## src/rtl/instruction_fetch_queue.sv

```systemverilog
// Fetch-stage front end: owns the fetch PC, drives instruction memory and buffers
// fetched {pc, inst} pairs in a small FIFO ahead of decode; a taken branch flushes it.
module instruction_fetch_queue #(
  parameter int unsigned DEPTH    = 4,
  parameter logic [31:0] RESET_PC = 32'h0000_0000
) (
  input  logic                     clk,
  input  logic                     reset,
  output logic [31:0]              imem_addr,
  input  logic [31:0]              imem_data,
  input  logic                     branch_taken,
  input  logic [31:0]              branch_target,
  input  logic                     stall,
  output logic                     out_valid,
  output logic [31:0]              out_inst,
  output logic [31:0]              out_pc,
  output logic [$clog2(DEPTH):0]   count
);

  localparam int unsigned PtrW = $clog2(DEPTH);
  localparam int unsigned CntW = PtrW + 1;

  logic [31:0]     fetch_pc_q, fetch_pc_d;
  logic [CntW-1:0] count_q, count_d;
  logic [PtrW-1:0] rd_ptr_q, rd_ptr_d;
  logic [PtrW-1:0] wr_ptr_q, wr_ptr_d;
  logic [31:0]     pc_mem_q   [DEPTH];
  logic [31:0]     inst_mem_q [DEPTH];

  logic pop;
  logic push;

  assign out_valid = (count_q != '0);
  assign pop       = out_valid & ~stall;
  // A full queue still accepts a word when the head drains in the same cycle.
  assign push      = ~branch_taken & ((count_q < CntW'(DEPTH)) | pop);

  always_comb begin
    fetch_pc_d = fetch_pc_q;
    count_d    = count_q;
    rd_ptr_d   = rd_ptr_q;
    wr_ptr_d   = wr_ptr_q;
    if (branch_taken) begin
      fetch_pc_d = {branch_target[31:2], 2'b00};
      count_d    = '0;
      rd_ptr_d   = '0;
      wr_ptr_d   = '0;
    end else begin
      if (push) begin
        fetch_pc_d = fetch_pc_q + 32'd4;
        wr_ptr_d   = wr_ptr_q + 1'b1;
      end
      if (pop) begin
        rd_ptr_d = rd_ptr_q + 1'b1;
      end
      if (push && !pop) begin
        count_d = count_q + 1'b1;
      end else if (pop && !push) begin
        count_d = count_q - 1'b1;
      end
    end
  end

  always_ff @(posedge clk or posedge reset) begin
    if (reset) begin
      fetch_pc_q <= RESET_PC;
      count_q    <= '0;
      rd_ptr_q   <= '0;
      wr_ptr_q   <= '0;
    end else begin
      fetch_pc_q <= fetch_pc_d;
      count_q    <= count_d;
      rd_ptr_q   <= rd_ptr_d;
      wr_ptr_q   <= wr_ptr_d;
    end
  end

  // Storage is reset so the head outputs are never X, even when invalid.
  always_ff @(posedge clk or posedge reset) begin
    if (reset) begin
      for (int i = 0; i < int'(DEPTH); i++) begin
        pc_mem_q[i]   <= '0;
        inst_mem_q[i] <= '0;
      end
    end else if (push) begin
      pc_mem_q[wr_ptr_q]   <= fetch_pc_q;
      inst_mem_q[wr_ptr_q] <= imem_data;
    end
  end

  assign imem_addr = fetch_pc_q;
  assign out_inst  = inst_mem_q[rd_ptr_q];
  assign out_pc    = pc_mem_q[rd_ptr_q];
  assign count     = count_q;

endmodule

```

## config.mk

```make
export PLATFORM = sky130hd
export DESIGN_NAME = instruction_fetch_queue
export DESIGN_NICKNAME = d
export VERILOG_FILES = /design/src/rtl/instruction_fetch_queue.sv
export SDC_FILE = /design/constraint.sdc
export NUM_CORES = 1
export LEC_CHECK = 0
export BUFFER_PORTS_ARGS = -buffer_cell sky130_fd_sc_hd__buf_2
export CELL_PAD_IN_SITES_DETAIL_PLACEMENT = 1
export CELL_PAD_IN_SITES_GLOBAL_PLACEMENT = 2
export CORE_MARGIN = 2
export CORE_UTILIZATION = 41
export DETAILED_ROUTE_END_ITERATION = 10
export HOLD_SLACK_MARGIN = 0.12
export PLACE_DENSITY_LB_ADDON = 0.05
export SLEW_MARGIN = 20
export SYNTH_ARGS = -nofsm -noshare
export SYNTH_HDL_FRONTEND = slang
export SYNTH_SLANG_ARGS = --single-unit
export TNS_END_PERCENT = 50
```

## constraint.sdc

```tcl
create_clock -name clk -period 11.31 [get_ports clk]
set_clock_uncertainty 0.2 [all_clocks]
set_input_delay 1.131 -clock clk [delete_from_list [all_inputs] [get_ports clk]]
set_output_delay 1.131 -clock clk [all_outputs]
set_load 0.01 [all_outputs]
```

==> flow_metrics.env, run 1 <==
export IMPL_min_from="pc_mem_q[29]"
export IMPL_htree_num_levels=2
export IMPL_ys_types=38
export IMPL_area_growth_pct=16.7
export IMPL_ant_nets=0
export IMPL_synth_edf_count=0
export IMPL_status="completed"
export IMPL_fin_area_um2=14900
export IMPL_post_cts_resized=0
export IMPL_layout_common_cells="283 x dfrtp_1, 193 x mux2_2, 161 x buf_2"
export IMPL_fmax_ghz=0.239
export IMPL_worst_slack_ns=7.12
export IMPL_die_x_um=181
export IMPL_post_cts_buffers=0
export IMPL_wirelength_mm=29.3
export IMPL_die_h_um=181
export IMPL_placed_cells=1378
export IMPL_rsz0062_at_grt="false"
export IMPL_layout_commonest_cell="dfrtp_1"
export IMPL_clkLatencyLatePin_ns=0.50
export IMPL_fin_crit_ns=4.19
export IMPL_post_route_util_pct=48.7
export IMPL_hp_class="flip-flop to flip-flop"
export IMPL_clk_pin_slew_ns=0.05
export IMPL_worstPathRequired_ns=9.98
export IMPL_clockBufferDepth=3
export IMPL_p_leak_nw=6.56
export IMPL_cp_arrival_ns=2.86
export IMPL_worst_pin_slew_ns=1.09
export IMPL_start_util_pct=41.8
export IMPL_fp_coreArea_um2=30700
export IMPL_first_iter_violations=236
export IMPL_crit_path_max_fanout=34
export IMPL_track_usage_pct=18.4
export IMPL_synth_seq_cells=285
export IMPL_dpl_instance_area_um2=13900
export IMPL_ir_drop_v=0.000108
export IMPL_holdPathStages=2
export IMPL_grt_pass1_vias=8286
export IMPL_slew_headroom_pct=27.6
export IMPL_p_per_area_nw_per_um2=273
export IMPL_worstHoldEndpoint="pc_mem_q[29]"
export IMPL_root_buffer="clkbuf_16"
export IMPL_crit_buf_inv=2
export IMPL_drive_gt1_share_pct=48.3
export IMPL_maxCapViolCount=0
export IMPL_grt_max_degree=163
export IMPL_end_kind="output port"
export IMPL_vias=7613
export IMPL_crit_path_start_kind="flip-flop"
export IMPL_antenna_found_initial=0
export IMPL_wl_per_cell_um=20.5
export IMPL_grt_pass1_wl_mm=47.5
export IMPL_timing_hold_ws_ns=0.277
export IMPL_max_stage_delay_ns=0.88
export IMPL_ys_seq_area_share_pct=55.7
export IMPL_hold_viol=0
export IMPL_nets=1092
export IMPL_gp_congestion=0.703
export IMPL_crit_family="flip-flops"
export IMPL_worst_r2r_setup_slack_ns=8.52
export IMPL_io_pins=168
export IMPL_die_area_um2=32700
export IMPL_path_depth=3
export IMPL_first_pass_iters=5
export IMPL_cts_tree="built"
export IMPL_finalSetupTns_ns=0
export IMPL_finalCritPeriodShare_pct=37.0
export IMPL_drc=0
export IMPL_core_rowCount=64
export IMPL_setup_viol=0
export IMPL_hpwl_mm=17.1
export IMPL_antenna_cells=0
export IMPL_cp_slowest_cell="dfrtp_4"
export IMPL_cts_made_buffers=34
export IMPL_overflow=0
export IMPL_numPortBuffers=161
export IMPL_synthCells=877
export IMPL_async_flop_share_pct=100
export IMPL_cts_sinks=285
export IMPL_instances_no_fill=1432
export IMPL_avgSynthCellArea_um2=14.6
export IMPL_synth_warning_count=0
export IMPL_synth_main_ff_cell="dfrtp_1"
export IMPL_rr_endpoint="pc_mem_q[9]"
export IMPL_viasPerCell=5.32
export IMPL_crit_chain="buf_4, mux4_2, buf_2"
export IMPL_syn_area_um2=12800
export IMPL_path_class="flip-flop to output port"
export IMPL_worstRegToRegCells=4
export IMPL_drv_slew=0
export IMPL_p_total_mw=4.09
export IMPL_cts_hold_buf=0
export IMPL_pre_cts_slack_ns=7.53
export IMPL_rr_startpoint="count[2]"
-- synth_stat cells, drive strengths merged, types with 10 or more instances --
master	number	area, um2
buf	51	275
clkbuf	14	55.1
dfrtp	285	7130
inv	13	48.8
mux2	225	2530
mux4	62	1400
nand2	69	264
nand3	10	55.1
nor2	14	52.6
nor3	12	105
o21ai	53	265
xnor2	25	219
-- worst register-to-register path, delay by kind of cell, from the launching register on --
family	cells	cell delay (ns)
AOI/OAI and AO/OA	1	0.60
DFF	1	0.49
and+or+nand+nor	1	0.49
buffers and inverters	1	0.47
muxes	1	0.42
-- metal layers --
| metal | global-route usage (%) | wire length, um |
|---|---|---|
| met5 | 0 | 0 |
| met4 | 4.00 | 481 |
| met3 | 3.73 | 1380 |
| met2 | 30.4 | 14200 |
| met1 | 25.1 | 13300 |
-- cells by family (layout without fill, tap and decap cells) --
group / Yosys count / after routing / synth area share (%)
muxes: 288 / 288 / 30.8
DFF: 285 / 285 / 55.7
and+or+nand+nor: 127 / 127 / 5.32
buffers and inverters: 78 / 234 / 2.96
AOI/OAI and AO/OA: 60 / 60 / 2.41
xor gates and xnor gates: 32 / 32 / 2.19
adders and majority gates: 6 / 6 / 0.645
other: 1 / 4 / 0.0293
-- report_power, final --
group | internal (mW) | switching [mW] | total (mW)
clock network | 0.617 | 0.411 | 1.03
registers | 1.48 | 0.279 | 1.76
logic | 0.758 | 0.547 | 1.30
-- sequential cells by signal, indices dropped and copies added (netlist names) --
signal / cells
inst_mem_q: 128
pc_mem_q: 120
imem_addr: 30
count: 3
rd_ptr_q: 2
wr_ptr_q: 2
-- final cells by class --
class	instances	area, um2
Inverter	13	56.3
Timing Repair Buffer	167	863
Clock buffer	45	963
Clock inverter	9	73.8
Tap cell	396	495
Fill cell	3096	15700
Multi-Input combinational cell	517	5360
Sequential cell	285	7140
-- worst max path at each step --
stage | end | slack [ns] | startpoint
after global routing | out_inst[19] | 6.88 | rd_ptr_q[0]
after floorplan | count[0] | 2.12 | reset
after detailed placement | out_inst[10] | 7.53 | rd_ptr_q[0]
after CTS | out_inst[10] | 6.99 | rd_ptr_q[0]
final | out_inst[19] | 7.12 | rd_ptr_q[0]
after global placement | out_inst[15] | 7.53 | rd_ptr_q[0]
(Power assumes the default switching activity.)
==> run 2, diff against run 1 <==
==> constraint.sdc (replaced) <==
create_clock -name clk -period 4.2 [get_ports clk]
set_clock_uncertainty 0.2 [all_clocks]
set_input_delay 0.42 -clock clk [delete_from_list [all_inputs] [get_ports clk]]
set_output_delay 0.42 -clock clk [all_outputs]
set_load 0.01 [all_outputs]
==> run 2 against run 1 <==
Net effect:
- setup slack got worse by 6.1 ns
- largest cell class unchanged
- critical path depth did not move
- register-to-register slack got worse by 7.0 ns
- sequential share of layout area fell by 2.5 points
- via count rose by 4.5%
- flip-flop and latch count did not move
- global-route usage rose by 1.0 points
- cell count rose by 5.6%
- highest routed layer unchanged
==> flow_metrics.env, run 2 (same netlist as run 1, synthesis figures left out) <==
export IMPL_path_class="flip-flop to output port"
export IMPL_slew_headroom_pct=26.1
export IMPL_status="completed"
export IMPL_wl_per_cell_um=20.3
export IMPL_numPortBuffers=161
export IMPL_largest_reg_flops=128
export IMPL_area_growth_pct=23.1
export IMPL_ir_drop_v=0.000390
export IMPL_cp_arrival_ns=2.53
export IMPL_crit_path_max_fanout=30
export IMPL_hpwl_mm=18.5
export IMPL_antenna_cells=0
export IMPL_track_usage_pct=19.4
export IMPL_grt_pass1_wl_mm=50.2
export IMPL_crit_path_start_kind="flip-flop"
export IMPL_nets=1166
export IMPL_io_pins=168
export IMPL_end_kind="output port"
export IMPL_hp_class="flip-flop to flip-flop"
export IMPL_worst_pin_slew_ns=1.11
export IMPL_clk_pin_slew_ns=0.06
export IMPL_drv_slew=0
export IMPL_gp_congestion=0.671
export IMPL_clkPwrFrac_pct=25.8
export IMPL_vias=7954
export IMPL_antenna_found_initial=0
export IMPL_cts_tree="built"
export IMPL_cts_sinks=285
export IMPL_die_area_um2=32700
export IMPL_clkLatencyLatePin_ns=0.51
export IMPL_core_rowCount=64
export IMPL_wirelength_mm=30.7
export IMPL_pwr_share_seq_pct=42.1
export IMPL_htree_num_levels=2
export IMPL_fmax_ghz=0.317
export IMPL_clockBufferDepth=3
export IMPL_grt_max_degree=68
export IMPL_layout_commonest_cell="dfrtp_1"
export IMPL_drive_gt1_share_pct=45.7
export IMPL_timing_hold_ws_ns=0.278
export IMPL_post_cts_resized=0
export IMPL_grt_pass1_vias=8863
export IMPL_nFillCells=3058
export IMPL_worstPathRequired_ns=3.58
export IMPL_ant_nets=0
export IMPL_switchingPower_mw=3.39
export IMPL_maxCapViolCount=0
export IMPL_cts_made_buffers=34
export IMPL_combPwrFrac_pct=32.1
export IMPL_drc=0
export IMPL_worst_slack_ns=1.05
export IMPL_overflow=0
export IMPL_p_sw_share_pct=30.1
export IMPL_viasPerCell=5.26
export IMPL_top_register="inst_mem_q"
export IMPL_p_leak_nw=6.92
export IMPL_first_pass_iters=4
export IMPL_multi_input_area_um2=5340
export IMPL_fin_crit_ns=3.15
export IMPL_finalCritPeriodShare_pct=75.0
export IMPL_die_h_um=181
export IMPL_first_iter_violations=205
export IMPL_hold_viol=0
export IMPL_intPower_mw=7.88
export IMPL_fp_coreArea_um2=30700
export IMPL_pre_cts_slack_ns=1.45
export IMPL_seq_area_um2=7140
export IMPL_layout_common_cells="283 x dfrtp_1, 193 x mux2_2, 161 x buf_2"
export IMPL_root_buffer="clkbuf_16"
export IMPL_p_per_area_nw_per_um2=714
export IMPL_start_util_pct=41.8
export IMPL_rsz0062_at_grt="false"
export IMPL_die_x_um=181
export IMPL_setup_viol=0
==> run 2: cell types whose count changed in the layout (fill, tap and decap cells not counted) <==
cell and change:
inv_8 -1, inv_6 -1, buf_12 +4, dlygate4sd3_1 +64
nand2_4 +2, clkinvlp_4 +1, nand2_8 -2, clkbuf_1 +6
clkinv_2 -3, clkbuf_16 +2, clkbuf_8 +2, buf_4 +6
==> run 2: per-stage QoR <==
step           util, %  power [mW]  instances  cell area [um2]  setup TNS, ns
6_report          51.4        11.3       1512            15800              0
3_5_place_dp      45.7        8.44       1388            14000              0
4_1_cts           51.4        11.4       1512            15800              0
5_1_grt           51.4        12.0       1512            15800              0
2_1_floorplan        -        7.16        880            12800         -56.22
3_3_place_gp      45.7        8.28       1388            14000              0
==> run 2: worst paths after layout <==
check,endpoint,startpoint,slack [ns],depth (start not counted)
min in group asynchronous,imem_addr[7],reset,0.38,3
max in group asynchronous,inst_mem_q[114],reset,2.65,4
hold reg to reg,pc_mem_q[87],pc_mem_q[87],0.28,2
hold / removal,pc_mem_q[87],pc_mem_q[87],0.28,2
setup / recovery,out_pc[9],rd_ptr_q[0],1.05,3
setup reg to reg,pc_mem_q[106],count[2],1.56,4
==> run 2: repair_timing <==
item,4_1_cts,5_1_grt
setup buffers,0,0
hold buffers,64,0
hold endpoints to repair,179,0
==> run 2: power by group through the flow <==
stage | Clock (mW) | Sequential, mW | Combinational [mW]
6_report | 2.91 | 4.74 | 3.62
5_1_grt | 3.10 | 4.92 | 3.95
4_1_cts | 3.00 | 4.75 | 3.70
3_5_place_dp | 0 | 4.80 | 3.64
3_3_place_gp | 0 | 4.73 | 3.55
2_1_floorplan | 0 | 4.44 | 2.71
==> run 2: cell type report <==
class | instances | area share [%]
clock buffer | 55 | 6.74
clock inverter | 5 | 0.317
inverter | 13 | 0.333
tap | 396 | 3.14
timing repair buffer | 241 | 10.3
sequential | 285 | 45.3
multi-input combinational | 517 | 33.9
==> run 2: critical path, cell delays in order (launching register included) <==
cell and delay [ns]:
dfrtp_4 0.88, buf_4 0.42, mux4_2 0.56, buf_2 0.16
==> run 2: routing by layer <==
layer / global-route usage [%] / wire (um) / part of all wire (%)
met1: 26.4 / 13900 / 45
met2: 32.3 / 14900 / 49
met3: 3.45 / 1220 / 4.0
met4: 4.84 / 612 / 2.0
met5: 0 / 0 / 0
